===== config.mk =====
export PLATFORM = sky130hd
export DESIGN_NAME = lab3_nibble_serial_adder
export DESIGN_NICKNAME = d
export VERILOG_FILES = /design/src/rtl/lab3_defs_pkg.sv /design/src/rtl/lab3_nibble_serial_adder_cla.sv /design/src/rtl/lab3_nibble_serial_adder.sv
export SDC_FILE = /design/constraint.sdc
export NUM_CORES = 1
export LEC_CHECK = 0
export BUFFER_PORTS_ARGS = -buffer_cell sky130_fd_sc_hd__buf_2
export CORE_MARGIN = 2
export CORE_UTILIZATION = 59
export DETAILED_ROUTE_END_ITERATION = 8
export PLACE_DENSITY = 0.88
export SLEW_MARGIN = 20
export SYNTH_ARGS = -nofsm -noshare
export SYNTH_HDL_FRONTEND = slang
export SYNTH_SLANG_ARGS = --single-unit
export TNS_END_PERCENT = 100

===== constraint.sdc =====
create_clock -name clk -period 5.3 [get_ports clk]
set_clock_uncertainty 0.2 [all_clocks]
set_input_delay 0.795 -clock clk [delete_from_list [all_inputs] [get_ports clk]]
set_output_delay 0.795 -clock clk [all_outputs]
set_load 0.01 [all_outputs]

===== src/rtl/lab3_defs_pkg.sv =====
// Shared definitions for the nibble-serial adder: nibble width and FSM state encodings.
package lab3_defs;

    localparam int unsigned NIBBLE_W = 4;

    // Encoding 2'd3 is unreachable and is treated as IDLE by the control logic.
    typedef enum logic [1:0] {
        ST_IDLE = 2'd0,
        ST_RUN  = 2'd1,
        ST_DONE = 2'd2
    } state_e;

endpackage


===== src/rtl/lab3_nibble_serial_adder_cla.sv =====
// Combinational 4-bit carry-lookahead slice.
// Optional macro LAB3_SERIAL_ADDER_OVF_EN exposes the carry into bit 3.
module lab3_nibble_cla
    import lab3_defs::*;
(
    input  logic [NIBBLE_W-1:0] i_a,
    input  logic [NIBBLE_W-1:0] i_b,
    input  logic                i_cin,
    output logic [NIBBLE_W-1:0] o_sum,
    output logic                o_cout
`ifdef LAB3_SERIAL_ADDER_OVF_EN
    ,
    output logic                o_c3
`endif
);

    logic [NIBBLE_W-1:0] w_p;
    logic [NIBBLE_W-1:0] w_g;
    logic [NIBBLE_W:0]   w_c;

    // Propagate/generate terms and two-level lookahead carries.
    always_comb begin
        w_p    = i_a ^ i_b;
        w_g    = i_a & i_b;
        w_c[0] = i_cin;
        w_c[1] = w_g[0] | (w_p[0] & i_cin);
        w_c[2] = w_g[1] | (w_p[1] & w_g[0]) | (w_p[1] & w_p[0] & i_cin);
        w_c[3] = w_g[2] | (w_p[2] & w_g[1]) | (w_p[2] & w_p[1] & w_g[0])
               | (w_p[2] & w_p[1] & w_p[0] & i_cin);
        w_c[4] = w_g[3] | (w_p[3] & w_g[2]) | (w_p[3] & w_p[2] & w_g[1])
               | (w_p[3] & w_p[2] & w_p[1] & w_g[0])
               | (w_p[3] & w_p[2] & w_p[1] & w_p[0] & i_cin);
        o_sum  = w_p ^ w_c[NIBBLE_W-1:0];
        o_cout = w_c[4];
    end

`ifdef LAB3_SERIAL_ADDER_OVF_EN
    assign o_c3 = w_c[3];
`endif

endmodule


===== src/rtl/lab3_nibble_serial_adder.sv =====
// WIDTH-bit adder that resolves one nibble per clock through a shared CLA slice.
// Optional macro LAB3_SERIAL_ADDER_OVF_EN adds the signed-overflow output ovf.
module lab3_nibble_serial_adder
    import lab3_defs::*;
#(
    parameter int unsigned WIDTH = 16
) (
    input  logic             clk,
    input  logic             rst_n,
    input  logic             in_valid,
    output logic             in_ready,
    input  logic [WIDTH-1:0] a,
    input  logic [WIDTH-1:0] b,
    input  logic             cin,
    output logic             out_valid,
    input  logic             out_ready,
    output logic [WIDTH-1:0] sum,
    output logic             cout,
`ifdef LAB3_SERIAL_ADDER_OVF_EN
    output logic             ovf,
`endif
    output logic             busy
);

    localparam int unsigned NIBBLES  = WIDTH / NIBBLE_W;
    localparam int unsigned IDX_W    = (NIBBLES > 1) ? $clog2(NIBBLES) : 1;
    localparam logic [IDX_W-1:0] LAST_IDX = IDX_W'(NIBBLES - 1);

    state_e              r_state;
    state_e              w_next;
    logic                w_accept;
    logic                w_step;
    logic                w_last;

    logic [WIDTH-1:0]    r_a;
    logic [WIDTH-1:0]    r_b;
    logic [WIDTH-1:0]    r_sum;
    logic                r_carry;
    logic [IDX_W-1:0]    r_idx;

    logic [NIBBLE_W-1:0] w_a_nib;
    logic [NIBBLE_W-1:0] w_b_nib;
    logic [NIBBLE_W-1:0] w_nib_sum;
    logic                w_nib_cout;
`ifdef LAB3_SERIAL_ADDER_OVF_EN
    logic                w_c3;
    logic                r_ovf;
`endif

    // Select the operand nibbles addressed by the current index.
    always_comb begin
        w_a_nib = '0;
        w_b_nib = '0;
        for (int unsigned i = 0; i < NIBBLES; i++) begin
            if (r_idx == IDX_W'(i)) begin
                w_a_nib = r_a[i*NIBBLE_W +: NIBBLE_W];
                w_b_nib = r_b[i*NIBBLE_W +: NIBBLE_W];
            end
        end
    end

    lab3_nibble_cla u_cla (
        .i_a    (w_a_nib),
        .i_b    (w_b_nib),
        .i_cin  (r_carry),
        .o_sum  (w_nib_sum),
`ifdef LAB3_SERIAL_ADDER_OVF_EN
        .o_c3   (w_c3),
`endif
        .o_cout (w_nib_cout)
    );

    // State register.
    always_ff @(posedge clk or negedge rst_n) begin
        if (!rst_n) begin
            r_state <= ST_IDLE;
        end else begin
            r_state <= w_next;
        end
    end

    // Next-state and datapath strobes; the unused encoding behaves as IDLE.
    always_comb begin
        w_next   = r_state;
        w_accept = 1'b0;
        w_step   = 1'b0;
        w_last   = (r_idx == LAST_IDX);
        case (r_state)
            ST_IDLE: begin
                if (in_valid) begin
                    w_accept = 1'b1;
                    w_next   = ST_RUN;
                end
            end
            ST_RUN: begin
                w_step = 1'b1;
                if (w_last) begin
                    w_next = ST_DONE;
                end
            end
            ST_DONE: begin
                if (out_ready) begin
                    w_next = ST_IDLE;
                end
            end
            default: begin
                if (in_valid) begin
                    w_accept = 1'b1;
                    w_next   = ST_RUN;
                end else begin
                    w_next   = ST_IDLE;
                end
            end
        endcase
    end

    // Operand capture on accept, one nibble of sum and carry per RUN cycle.
    always_ff @(posedge clk or negedge rst_n) begin
        if (!rst_n) begin
            r_a     <= '0;
            r_b     <= '0;
            r_sum   <= '0;
            r_carry <= 1'b0;
            r_idx   <= '0;
`ifdef LAB3_SERIAL_ADDER_OVF_EN
            r_ovf   <= 1'b0;
`endif
        end else if (w_accept) begin
            r_a     <= a;
            r_b     <= b;
            r_sum   <= '0;
            r_carry <= cin;
            r_idx   <= '0;
`ifdef LAB3_SERIAL_ADDER_OVF_EN
            r_ovf   <= 1'b0;
`endif
        end else if (w_step) begin
            for (int unsigned i = 0; i < NIBBLES; i++) begin
                if (r_idx == IDX_W'(i)) begin
                    r_sum[i*NIBBLE_W +: NIBBLE_W] <= w_nib_sum;
                end
            end
            r_carry <= w_nib_cout;
            r_idx   <= r_idx + IDX_W'(1);
`ifdef LAB3_SERIAL_ADDER_OVF_EN
            if (w_last) begin
                r_ovf <= w_c3 ^ w_nib_cout;
            end
`endif
        end
    end

    // Handshake and status outputs decode the state register only.
    assign out_valid = (r_state == ST_DONE);
    assign busy      = (r_state == ST_RUN) || (r_state == ST_DONE);
    assign in_ready  = !busy;
    assign sum       = r_sum;
    assign cout      = out_valid & r_carry;
`ifdef LAB3_SERIAL_ADDER_OVF_EN
    assign ovf       = r_ovf;
`endif

endmodule


; ---- Word level (Yosys, flattened, before mapping)
; Index checks and enable logic that the tools add are counted.
[totals]
regBits = 53
latch_bits = 0
mem_bits_rw = 0
rom_bits = 0
inputBits = 37
out_inout_bits = 20
wordCells = 89
memories = 0
[classes]
add_sub_neg = 1
n_mul = 0
div_mod_pow = 0
order_cmp = 0
eq_ne = 8
n_shift = 0
muxes = 26
bitwise_logic = 30
n_reduce_logical = 15
[op_table]
columns = op, n
row1 = $mux 4, 12
row2 = $mux 16, 2
row3 = $and 1x1->1, 17
row4 = $mux 2, 5
row5 = $or 1x1->1, 10
row6 = $reduce_bool 2->1, 5
row7 = $reduce_and 2->1, 4
row8 = $xor 4x4->4, 2
row9 = $eq 2x2->1 const B, 3
row10 = $mux 1, 6
row11 = $pmux 2 s3, 1
row12 = $and 4x4->4, 1
row13 = $eq 2x1->1 const B, 2
row14 = $logic_not 2->1, 2
row15 = $ne 2x2->1 const B, 2
row16 = $reduce_and 3->1, 1
row17 = $add 2x1->2 const B, 1
row18 = $ne 2x1->1 const B, 1
row19 = $reduce_or 2->1, 1
row20 = $logic_not 1->1, 1
row21 = $logic_or 1x1->1, 1

; ---- Depth between registers and ports, before layout
; Gate-level depths: netlist of the first run.
[logic_depth]
ltp_word = 14
depth_mapped = 13
ltp_nobuf = 11

; ---- By module
; A second synthesis of the first run with hierarchy kept.
[unflattened]
cells_unflattened = 257
area_unflattened_um2 = 2742.6
[by_module_without_submodules]
columns = mod, instances, cells_each, area_each_um2, seq_area_each_um2
row1 = lab3_nibble_serial_adder, 1, 240, 2595.0, 1326.3
row2 = lab3_nibble_cla, 1, 17, 147.6, 0.0

; ---- Worst setup path after synthesis of the first run
; Ideal clock, no wire load.
[synth_timing]
path_type = reg2reg
start = register r_idx[0]
end = register r_sum[11], in the netlist sum[11]
setup_ns = 0.122
arrival_time_ns = 2.611
required_ns = 4.978
setup_slack_ns = 2.367
stages_incl_launch_ff = 14
path_buffers = 3
synth_period_minus_slack_ns = 2.933
cell_sequence = dfrtp_1 inv_1 ha_1 clkbuf_1 clkbuf_1 a21oi_1 a21oi_1 o21ai_1 ha_1 buf_6 a41o_1 a21oi_4 nor3b_1 a2111oi_1
[synth_between]
elab_chain_cells = 14
elab_cells_between_ends = 28
classes_between = 3 x eq/ne / 11 x mux / 11 x bitwise / 3 x reduce/logical
[synth_rtl]
columns = element, line_no
row1 = "start, declared", lab3_nibble_serial_adder.sv:39  ; logic [IDX_W-1:0] r_idx;
row2 = "start signal, assigned", lab3_nibble_serial_adder.sv:144  ; r_idx <= r_idx + IDX_W'(1);
row3 = $logic_not 2->1, lab3_nibble_serial_adder.sv:55  ; if (r_idx == IDX_W'(i)) begin
row4 = $mux 4 (4 in series), lab3_nibble_serial_adder.sv:55
row5 = $xor 4x4->4 or $and 4x4->4 (tied branches), "lab3_nibble_serial_adder_cla.sv:23, lab3_nibble_serial_adder_cla.sv:24"
row6 = "$and 1x1->1, on equally long branches", "lab3_nibble_serial_adder_cla.sv:28, lab3_nibble_serial_adder_cla.sv:29"
row7 = "$or 1x1->1, or another cell as far along", lab3_nibble_serial_adder_cla.sv:28  ; w_c[3] = w_g[2] | (w_p[2] & w_g[1]) | (w_p[2] & w_p[1] & w_g[0])
row8 = $or 1x1->1 or $and 1x1->1 (tied branches), "lab3_nibble_serial_adder_cla.sv:28, lab3_nibble_serial_adder_cla.sv:29"
row9 = $or 1x1->1, lab3_nibble_serial_adder_cla.sv:29  ; | (w_p[2] & w_p[1] & w_p[0] & i_cin);
row10 = $xor 4x4->4, lab3_nibble_serial_adder_cla.sv:33  ; o_sum = w_p ^ w_c[NIBBLE_W-1:0];
row11 = $mux 4, lab3_nibble_serial_adder.sv:139  ; if (r_idx == IDX_W'(i)) begin
row12 = $mux 16, lab3_nibble_serial_adder.sv:137  ; end else if (w_step) begin
row13 = $mux 16, lab3_nibble_serial_adder.sv:128  ; end else if (w_accept) begin
row14 = "end signal, assigned by index", lab3_nibble_serial_adder.sv:140  ; r_sum[i*NIBBLE_W +: NIBBLE_W] <= w_nib_sum;
row15 = "end, declared", lab3_nibble_serial_adder.sv:37  ; logic [WIDTH-1:0] r_sum;
; Parallel ways exist; a longest one is shown, timed or not. The select of a mux whose other input is x is not followed.
; A chain may end at the register's enable or synchronous reset.

; ---- Worst setup path in the final report of the first run
[layout_timing]
start = register r_idx[1]
end = register r_sum[7], in the netlist sum[7]
; Same word-level chain as after synthesis.

==> results.ini, run 1 <==
[timing]
max_clock_freq_mhz = 285
relSlewSlack_pct = 31.0
final.setup.tns_ns = 0
finalCritPeriodShare_pct = 66.1
fin_ws_ns = 1.80
min_period_ns = 3.50
setup_violations = 0
finalHoldViolCount = 0
slew_violations = 0
tightest_slew_ns = 1.03
rsz0062_at_grt = false

[setup_path]
cp-start-kind = register
path_cells = inv_1 -> ha_1 -> nor2b_1 -> a221oi_1 -> nor3_1 -> a21o_1 -> ha_1 -> a41o_1 -> a21oi_4 -> nor3b_1 -> a2111oi_1
cp-end-kind = register
worstPathRequired_ns = 5.26
crit_slowest_cell = ha_1
slowest_delay_ns = 0.52
cpMostUsedCell = ha_1
critPathKind = register to register
arrival_ns = 3.46
cp_max_fo = 18

[layout]
post-route-cell-area_um2 = 3160
layout-drive-gt1-share_pct = 19.7
fin_nets = 417
area_growth_pct = 15.1
mostFrequentLayoutCells = nand2_1 (110), buf_2 (56), dfrtp_1 (53), a21oi_1 (30), nor2_1 (26)
antennaDiodeCount = 0
final_core_util_pct = 71.5
final_common_cell = nand2_1

[place]
port_buffers = 56
placed_area_um2 = 3020
pre_cts_slack_ns = 1.96
place.detailed.hpwl_mm = 4.27
place_congestion = 0.784

[outcome]
status = finished clean

[floorplan]
core_um2 = 4410
start_util_pct = 62.1
die_w_um = 72.2
fp-row-count = 24
io-pin-count = 57
dieArea_um2 = 5210
die_y_um = 72.2

[clock_network]
cts_tree = yes
cts-buffers-inserted = 5
hold_buffers = 0
cts-resized-gates = 0
cts-htree-levels = 2
ctsRootBufferMaster = clkbuf_8
postCtsSetupRepairBufs = 0
clk_latency_ns = 0.31
clkSlewWorstSetupHoldPaths_ns = 0.09
clockBufferDepth = 2
cts.sinks = 53

[yosys]
synth_edf_count = 0
syn_inst = 319
synth_ff_type = dfrtp_1
synth_warnings = 0
syn_area_per_cell_um2 = 8.59
ys_seq_area_share_pct = 48.4
synth-async-reset-ratio_pct = 100
yosysUniqueCellTypes = 35
syn-num-nets = 370
synth_seq_cells = 53
syn_area_um2 = 2740

[power_and_ir_drop]
ir_drop_mv = 0.302
p_per_area_nw_per_um2 = 668
p_total_mw = 2.11
p_leak_nw = 1.66

[drt]
drt_drc_violations_left = 0
drtIter0Drc = 206
dr_total_vias = 2327
first_pass_iters = 4
wl_per_cell_um = 14.8
via_per_inst = 5.57
route.antenna.remaining_nets = 0
routed_wl_mm = 6.20

[global_route]
antenna_found_initial = 0
grt_pass1_vias = 2234
grt_usage_pct = 25.5
grt_max_degree = 54
grt_pass1_wl_mm = 10.3
overflow = 0

[hold_path]
holdCritPathClass = register to register

[flow_run]
drv_cap = 0

## Yosys cell counts, types with 2 or more instances
cell | number | area [µm²]
o21ai_1 | 6 | 30.0
nor3b_1 | 8 | 60.1
nor2_1 | 26 | 97.6
inv_1 | 8 | 30.0
a221oi_1 | 4 | 35.0
a2111oi_1 | 8 | 80.1
ha_1 | 13 | 163
a21oi_1 | 30 | 150
buf_2 | 2 | 10.0
nand3b_1 | 4 | 30.0
nor2b_1 | 8 | 50.1
nand2_1 | 110 | 413
clkbuf_1 | 14 | 52.6
nor3_1 | 2 | 10.0
a21o_1 | 3 | 22.5
o31ai_1 | 2 | 15.0
dfrtp_1 | 53 | 1330
## worst max-delay path: cells and delay by family (launching register included)
kind                     cells  cell delay [ns]
AO/OA/AOI/OAI                5             1.48
flip-flops                   1             0.42
adder cells (fa/ha/maj)      2             0.80
AND/OR/NAND/NOR              3             0.37
buffers and inverters        1             0.09
## final timing paths
kind	cells past startpoint	slack, ns	from	to
min in group asynchronous	2	0.38	rst_n	sum[0]$_DFFE_PN0P_
worst max-delay path	11	1.80	r_idx[1]$_DFFE_PN0P_	sum[7]$_DFFE_PN0P_
worst min register to register	2	0.28	r_b[5]$_DFFE_PN0P_	r_b[5]$_DFFE_PN0P_
worst max register to register	11	1.80	r_idx[1]$_DFFE_PN0P_	sum[7]$_DFFE_PN0P_
max in group asynchronous	2	4.05	rst_n	r_b[12]$_DFFE_PN0P_
worst min-delay path	2	0.28	r_b[5]$_DFFE_PN0P_	r_b[5]$_DFFE_PN0P_
## per-layer routing
| layer | GRT usage [%] | vias to the layer above | part of all wire, % |
|---|---|---|---|
| met5 | 0 | - | 0 |
| met3 | 4.72 | 11 | 4.5 |
| li1 | - | 1144 | - |
| met2 | 40.2 | 61 | 50 |
| met4 | 9.85 | 0 | 1.8 |
| met1 | 35.3 | 1111 | 44 |
## flip-flops by register name, summed over array words and instances (netlist names)
register / count
r_idx: 2
r_carry: 1
r_b: 16
r_state: 2
sum: 16
r_a: 16
## power by group
group	switching, mW	total (mW)	internal, mW
Combinational	0.704	1.15	0.441
Sequential	0.116	0.698	0.583
Clock	0.128	0.265	0.137
Total	0.947	2.11	1.16
## per-stage QoR
stage,hold slack (ns),cells
4_1_cts,0.288,417
5_1_grt,0.315,418
3_3_place_gp,0.257,410
2_1_floorplan,0.238,319
3_5_place_dp,0.264,410
6_report,0.283,418
## kinds of logic (layout without fill, tap and decap cells)
kind of cell,count (synthesis),count (layout),synth area share (%)
xor gates and xnor gates,2,2,0.639
DFF,53,53,48.4
buffers and inverters,27,74,4.06
and+or+nand+nor,163,163,25.5
muxes,2,2,0.776
adders and majority gates,14,14,6.66
AOI/OAI and AO/OA,58,58,14.0
## layout make-up
cell class | instances | area [µm²]
flip-flops and latches | 53 | 1330
multi-input cells | 239 | 1310
fillers | 344 | 1260
repair buffers | 58 | 315
clock buffers | 5 | 68.8
well taps | 52 | 65.1
clock inverters | 2 | 35.0
inverters | 9 | 33.8
No activity file was read; power rests on OpenSTA's default activity.
==> run 2, diff against run 1 <==
--- a/config.mk
+++ b/config.mk
@@ -7,9 +7,9 @@
 export LEC_CHECK = 0
 export BUFFER_PORTS_ARGS = -buffer_cell sky130_fd_sc_hd__buf_2
 export CORE_MARGIN = 2
-export CORE_UTILIZATION = 59
+export CORE_UTILIZATION = 49
 export DETAILED_ROUTE_END_ITERATION = 8
-export PLACE_DENSITY = 0.88
+export PLACE_DENSITY = 0.79
 export SLEW_MARGIN = 20
 export SYNTH_ARGS = -nofsm -noshare
 export SYNTH_HDL_FRONTEND = slang
==> constraint.sdc (replaced) <==
create_clock -name clk -period 2.8 [get_ports clk]
set_clock_uncertainty 0.2 [all_clocks]
set_input_delay 0.42 -clock clk [delete_from_list [all_inputs] [get_ports clk]]
set_output_delay 0.42 -clock clk [all_outputs]
set_load 0.01 [all_outputs]
==> run 2 against run 1 <==
Effect of this change: the run now ends with setup timing left; global-route usage fell by 4.6 points; register-to-register slack got worse by 1.9 ns; combinational power rose to 2.7 times the previous value; non-clock buffer count rose by 29; via count rose by 10%; hold slack got worse by 0.19 ns.
==> results.ini, run 2 (same netlist as run 1, synthesis figures left out) <==
[clock_network]
clkSlewWorstSetupHoldPaths_ns = 0.09  ; about the same
ctsRootBufferMaster = clkbuf_8
cts_tree = yes
clk_latency_ns = 0.31  ; about the same
cts.sinks = 53  ; unchanged
cts-buffers-inserted = 5  ; unchanged
cts-htree-levels = 2  ; unchanged
clockBufferDepth = 2  ; unchanged

[flow_run]
drv_cap = 0  ; unchanged

[global_route]
overflow = 0  ; unchanged
grt_pass1_wl_mm = 10.3  ; +0.60%
grt_usage_pct = 20.9  ; -4.6 points
grt_pass1_vias = 2150  ; -3.8%
antenna_found_initial = 0  ; unchanged
grt_max_degree = 34  ; -37%

[setup_path]
arrival_ns = 2.94  ; -0.52 ns
r2r_cells = 11  ; unchanged
critPathKind = register to register
rrSetupSlack_ns = -0.15  ; -1.95 ns
worstPathRequired_ns = 2.79  ; -2.47 ns
cp-end-kind = register
cp-start-kind = register
cp_max_fo = 15  ; -3

[power_and_ir_drop]
power_switching_mw = 2.24  ; +140%
p_sw_share_pct = 44.5  ; -0.44 points
ir_drop_mv = 0.818  ; +170%
p_leak_nw = 1.87  ; +12%
pwr-share-comb_pct = 62.4  ; +8.1 points
p_total_mw = 5.03  ; +140%
clkPwrFrac_pct = 10.7  ; -1.9 points
intPower_mw = 2.79  ; +140%
pwr-share-seq_pct = 26.9  ; -6.2 points
p_per_area_nw_per_um2 = 1370  ; +110%

[drt]
drtIter0Drc = 200  ; -2.9%
routed_wl_mm = 7.48  ; +21%
drt_drc_violations_left = 0  ; unchanged
route.antenna.remaining_nets = 0  ; unchanged
dr_total_vias = 2563  ; +10%
wl_per_cell_um = 16.0  ; +7.8%
via_per_inst = 5.48  ; -1.6%
first_pass_iters = 5  ; +1

[floorplan]
fp-row-count = 27  ; +13%
io-pin-count = 57  ; unchanged
dieArea_um2 = 6210  ; +19%
core_um2 = 5440  ; +23%
start_util_pct = 50.4  ; -12 points
die_w_um = 78.8  ; +9.2%
die_y_um = 78.8  ; +9.2%

[layout]
fin_cells = 468  ; +12%
multi_input_area_um2 = 1540  ; +17%
layout-drive-gt1-share_pct = 32.8  ; +13 points
regArea_um2 = 1330  ; unchanged
final_core_util_pct = 67.5  ; -4.0 points
fillers = 409  ; +19%
antennaDiodeCount = 0  ; unchanged
area_growth_pct = 34.0
final_common_cell = nand2_1
mostFrequentLayoutCells = nand2_1 (110), buf_2 (56), dfrtp_1 (53), a21oi_1 (27), nor2_1 (26)
fin_nets = 446  ; +7.0%

[outcome]
violations = setup timing
status = finished, violations left

[timing]
max_clock_freq_mhz = 339  ; +19%
rsz0062_at_grt = true
tightest_slew_ns = 0.677  ; -0.356 ns
relSlewSlack_pct = 54.9  ; +24 points
finalCritPeriodShare_pct = 105  ; +39 points
setup_violations = 6  ; +6
holdWs_ns = 0.0934  ; -0.190 ns
slew_violations = 0  ; unchanged
fin_ws_ns = -0.152  ; -1.95 ns
finalHoldViolCount = 0  ; unchanged
min_period_ns = 2.95  ; -0.551 ns

[hold_path]
holdCritPathClass = input port to register
whs_path_depth = 3  ; +1

[place]
place_inst = 449  ; +9.5%
place_congestion = 0.849  ; +8.4%
port_buffers = 56  ; unchanged
place.detailed.hpwl_mm = 4.52  ; +5.9%

-- run 2: cell types whose count changed in the layout (fill, tap and decap cells not counted), sizes merged --
cell | before | now
clkinv | 1 | 0
buf | 58 | 86
dlygate4sd3 | 0 | 1
clkbuf | 5 | 7
-- run 2: final timing paths --
path,from,end
min in group asynchronous,rst_n,sum[2]$_DFFE_PN0P_
max reg2reg,r_idx[0]$_DFFE_PN0P_,sum[7]$_DFFE_PN0P_
min,b[8],r_b[8]$_DFFE_PN0P_
max in group asynchronous,rst_n,r_a[10]$_DFFE_PN0P_
max,r_idx[0]$_DFFE_PN0P_,sum[7]$_DFFE_PN0P_
min reg2reg,r_a[6]$_DFFE_PN0P_,r_a[6]$_DFFE_PN0P_
-- run 2: metal layers --
layer	global-route usage, %	vias up	routed length [µm]
met2	32.2	95	3760
met3	3.07	18	381
li1	-	1208	-
met5	0	-	0
met1	30.9	1242	3170
met4	5.61	0	163
-- run 2: final cells by class --
| cell class | instances | area share [%] |
|---|---|---|
| multi-input combinational | 239 | 41.9 |
| sequential | 53 | 36.1 |
| timing repair buffer | 87 | 15.5 |
| tap | 72 | 2.45 |
| clock buffer | 7 | 2.35 |
| inverter | 9 | 0.920 |
| clock inverter | 1 | 0.818 |
-- run 2: worst max-delay path, cell delays in order, from the launching register on --
cell,delay [ns]
dfrtp_1,0.45
inv_2,0.14
ha_4,0.27
nor2b_1,0.27
nor3_2,0.10
a21o_1,0.22
ha_4,0.29
a41o_1,0.25
a21oi_4,0.06
buf_12,0.14
buf_6,0.11
a2111oi_2,0.33
-- run 2: power groups by stage --
stage	sequential (mW)	clock, mW	combinational [mW]
global route	1.39	0.576	3.40
finish	1.36	0.538	3.14
global placement	1.33	0	2.36
detailed placement	1.34	0	2.43
floorplan	1.30	0	1.63
CTS	1.33	0.541	2.49
-- run 2: what timing repair did --
| action | CTS | global route |
|---|---|---|
| buffers inserted | 1 | 9 |
| hold buffers | 1 | 0 |
| hold endpoints to repair | 26 | 0 |
| resized for setup | 8 | 36 |
| endpoints found under the setup margin | 9 | 9 |
| pin swaps | 3 | 19 |
-- run 2: stage by stage --
| stage | TNS [ns] | setup WS, ns | instance area (µm²) |
|---|---|---|---|
| after global placement | -0.575 | -0.144 | 3230 |
| after global routing | -1.35 | -0.191 | 3670 |
| after CTS | 0 | 0.00957 | 3400 |
| after floorplan | 0 | 0.0311 | 2760 |
| after detailed placement | -0.860 | -0.161 | 3230 |
| final | -0.605 | -0.152 | 3670 |
==> run 3, diff against run 2 <==
--- a/config.mk
+++ b/config.mk
@@ -5,11 +5,11 @@
 export SDC_FILE = /design/constraint.sdc
 export NUM_CORES = 1
 export LEC_CHECK = 0
-export BUFFER_PORTS_ARGS = -buffer_cell sky130_fd_sc_hd__buf_2
 export CORE_MARGIN = 2
-export CORE_UTILIZATION = 49
+export CORE_UTILIZATION = 57
 export DETAILED_ROUTE_END_ITERATION = 8
-export PLACE_DENSITY = 0.79
+export DONT_BUFFER_PORTS = 1
+export PLACE_DENSITY = 0.78
 export SLEW_MARGIN = 20
 export SYNTH_ARGS = -nofsm -noshare
 export SYNTH_HDL_FRONTEND = slang
==> run 3 against run 2 <==
Effect of this change: the flow now finishes without violations; utilization rose by 1.0 points; worst setup slack gained 0.17 ns; register-to-register slack improved by 0.17 ns; sequential power hardly changed; largest cell class unchanged; first-iteration DRC count shrank 31%; routed wire length is 17% lower; count of clock-buffer cells in the layout fell by 1.
==> results.ini, run 3 (same netlist as run 1, synthesis figures left out) <==
[place]
place_inst = 371  ; -17%
place_congestion = 0.811  ; -4.5%
pre_cts_slack_ns = -0.103  ; +0.0575 ns
port_buffers = 0  ; -100%
place.detailed.hpwl_mm = 4.12  ; -8.8%

[clock_network]
cts_tree = yes
clkSlewWorstSetupHoldPaths_ns = 0.11  ; +0.02 ns
clockBufferDepth = 2  ; unchanged
ctsRootBufferMaster = clkbuf_8
cts.sinks = 53  ; unchanged
clk_latency_ns = 0.32  ; about the same
cts-buffers-inserted = 5  ; unchanged
cts-htree-levels = 2  ; unchanged

[timing]
tightest_slew_ns = 0.688  ; +0.0116 ns
rsz0062_at_grt = true
slew_violations = 0  ; unchanged
finalHoldViolCount = 0  ; unchanged
relSlewSlack_pct = 54.1  ; -0.77 points
setup_violations = 0  ; -6
max_clock_freq_mhz = 359  ; +6.0%
min_period_ns = 2.79  ; -0.166 ns
fin_ws_ns = 0.0143  ; +0.166 ns
finalCritPeriodShare_pct = 99.5  ; -5.9 points

[setup_path]
worstPathRequired_ns = 2.79  ; about the same
r2r-end = sum[3]$_DFFE_PN0P_
cp-end-kind = register
rrSetupSlack_ns = 0.01  ; +0.17 ns
arrival_ns = 2.77  ; -0.17 ns
reg2reg_from = r_idx[0]$_DFFE_PN0P_
critPathKind = register to register
cp_max_fo = 6  ; -9
cp-start-kind = register
r2r_cells = 10  ; -1

[drt]
via_per_inst = 5.59  ; +2.0%
dr_total_vias = 2179  ; -15%
route.antenna.remaining_nets = 0  ; unchanged
drt_drc_violations_left = 0  ; unchanged
drtIter0Drc = 138  ; -31%
met1_length_mm = 2.80  ; -12%
routed_wl_mm = 6.23  ; -17%
first_pass_iters = 4  ; -1
highest_layer = met4
wl_per_cell_um = 16.0  ; about the same
wl_met3_um = 433  ; +14%
routed-wl-met2_mm = 2.92  ; -23%

[layout]
fillers = 365  ; -11%
fin_nets = 386  ; -13%
fin_cells = 390  ; -17%
multi_input_area_um2 = 1420  ; -7.4%
area_growth_pct = 17.3
antennaDiodeCount = 0  ; unchanged
final_common_cell = nand2_1
regArea_um2 = 1330  ; about the same
layout-drive-gt1-share_pct = 15.5  ; -17 points
mostFrequentLayoutCells = nand2_1 (110), dfrtp_1 (52), a21oi_1 (27), nor2_1 (26), buf_4 (18)

[hold_path]
holdCritPathClass = input port to register
worstHoldStart = b[7]
whs_path_depth = 2  ; -1
holdPathEnd = r_b[7]$_DFFE_PN0P_

[floorplan]
core_um2 = 4690  ; -14%
io-pin-count = 57  ; unchanged
die_y_um = 73.4  ; -6.9%
start_util_pct = 58.4  ; +8.0 points
fp-row-count = 25  ; -7.4%
die_w_um = 73.4  ; -6.9%
dieArea_um2 = 5380  ; -13%

[power_and_ir_drop]
p_total_mw = 4.37  ; -13%
ir_drop_mv = 0.782  ; -4.4%
p_leak_nw = 1.56  ; -17%
p_per_area_nw_per_um2 = 1360  ; -0.92%

[flow_run]
drv_cap = 0  ; unchanged

[global_route]
grt_pass1_vias = 1973  ; -8.2%
antenna_found_initial = 0  ; unchanged
grt_max_degree = 54  ; +59%
grt_pass1_wl_mm = 9.54  ; -7.6%
grt_usage_pct = 23.3  ; +2.5 points
overflow = 0  ; unchanged

[outcome]
status = finished clean

run 3: changes by cell type in the layout (fill, tap and decap cells not counted), moves of 2 or more:
| cell | previous run | this run |
|---|---|---|
| nor3b_1 | 2 | 7 |
| buf_2 | 56 | 0 |
| a2111oi_1 | 0 | 6 |
| a2111oi_2 | 6 | 2 |
| dlygate4sd3_1 | 1 | 6 |
| buf_4 | 23 | 18 |
| a2111oi_4 | 2 | 0 |
| buf_6 | 4 | 0 |
| nor3b_2 | 6 | 2 |
run 3: worst max-delay path by stage:
stage / start / to / depth (start not counted)
after CTS: r_idx[0]$_DFFE_PN0P_ / sum[6]$_DFFE_PN0P_ / 10
after global routing: r_idx[0]$_DFFE_PN0P_ / sum[11]$_DFFE_PN0P_ / 10
after global placement: r_idx[1]$_DFFE_PN0P_ / sum[7]$_DFFE_PN0P_ / 11
final: r_idx[0]$_DFFE_PN0P_ / sum[3]$_DFFE_PN0P_ / 10
after floorplan: r_idx[0]$_DFFE_PN0P_ / sum[3]$_DFFE_PN0P_ / 13
after detailed placement: r_idx[1]$_DFFE_PN0P_ / sum[3]$_DFFE_PN0P_ / 11
run 3: area by class of cell:
cell class	instances	area share (%)
inverters	9	1.05
repair buffers	27	8.17
well taps	54	2.10
clock buffers	6	2.57
multi-input cells	239	44.3
flip-flops and latches	53	41.3
clock inverters	2	0.545
run 3: per-layer routing:
metal	vias to the layer above	track usage (%)
met2	69	34.1
met4	0	8.48
met5	-	0
met1	1021	34.3
met3	7	5.21
li1	1082	-
run 3: repair_timing:
item | CTS | global route
hold buffers | 4 | 3
gates resized for setup | 3 | 16
setup buffers | 2 | 2
setup endpoints to repair | 8 | 10
endpoints found under the hold margin | 55 | 3
pin swaps | 5 | 13
run 3: metrics by stage:
stage / setup TNS (ns) / cell area [µm²] / hold slack (ns) / utilization (%)
after floorplan: 0 / 2760 / -0.0756 / -
after global placement: -0.0378 / 2890 / -0.0737 / 61.7
after detailed placement: -0.439 / 2890 / -0.0738 / 61.7
after CTS: 0 / 3080 / 0.000190 / 65.7
after global routing: -0.571 / 3220 / 0.00325 / 68.5
final: 0 / 3220 / 0.000854 / 68.5
run 3: worst max-delay path, stage by stage (launching register included):
cell,delay [ns]
dfrtp_2,0.46
ha_4,0.20
buf_4,0.16
a221oi_4,0.28
nor3_2,0.08
a21o_1,0.20
ha_4,0.28
a41o_1,0.22
a21oi_4,0.06
buf_4,0.14
a2111oi_1,0.36
run 3: power breakdown:
group          leakage [nW]  internal, mW  switching, mW
combinational         0.830          1.08           1.42
clock                0.0518         0.206          0.267
sequential            0.673          1.10          0.287
total                  1.56          2.39           1.97
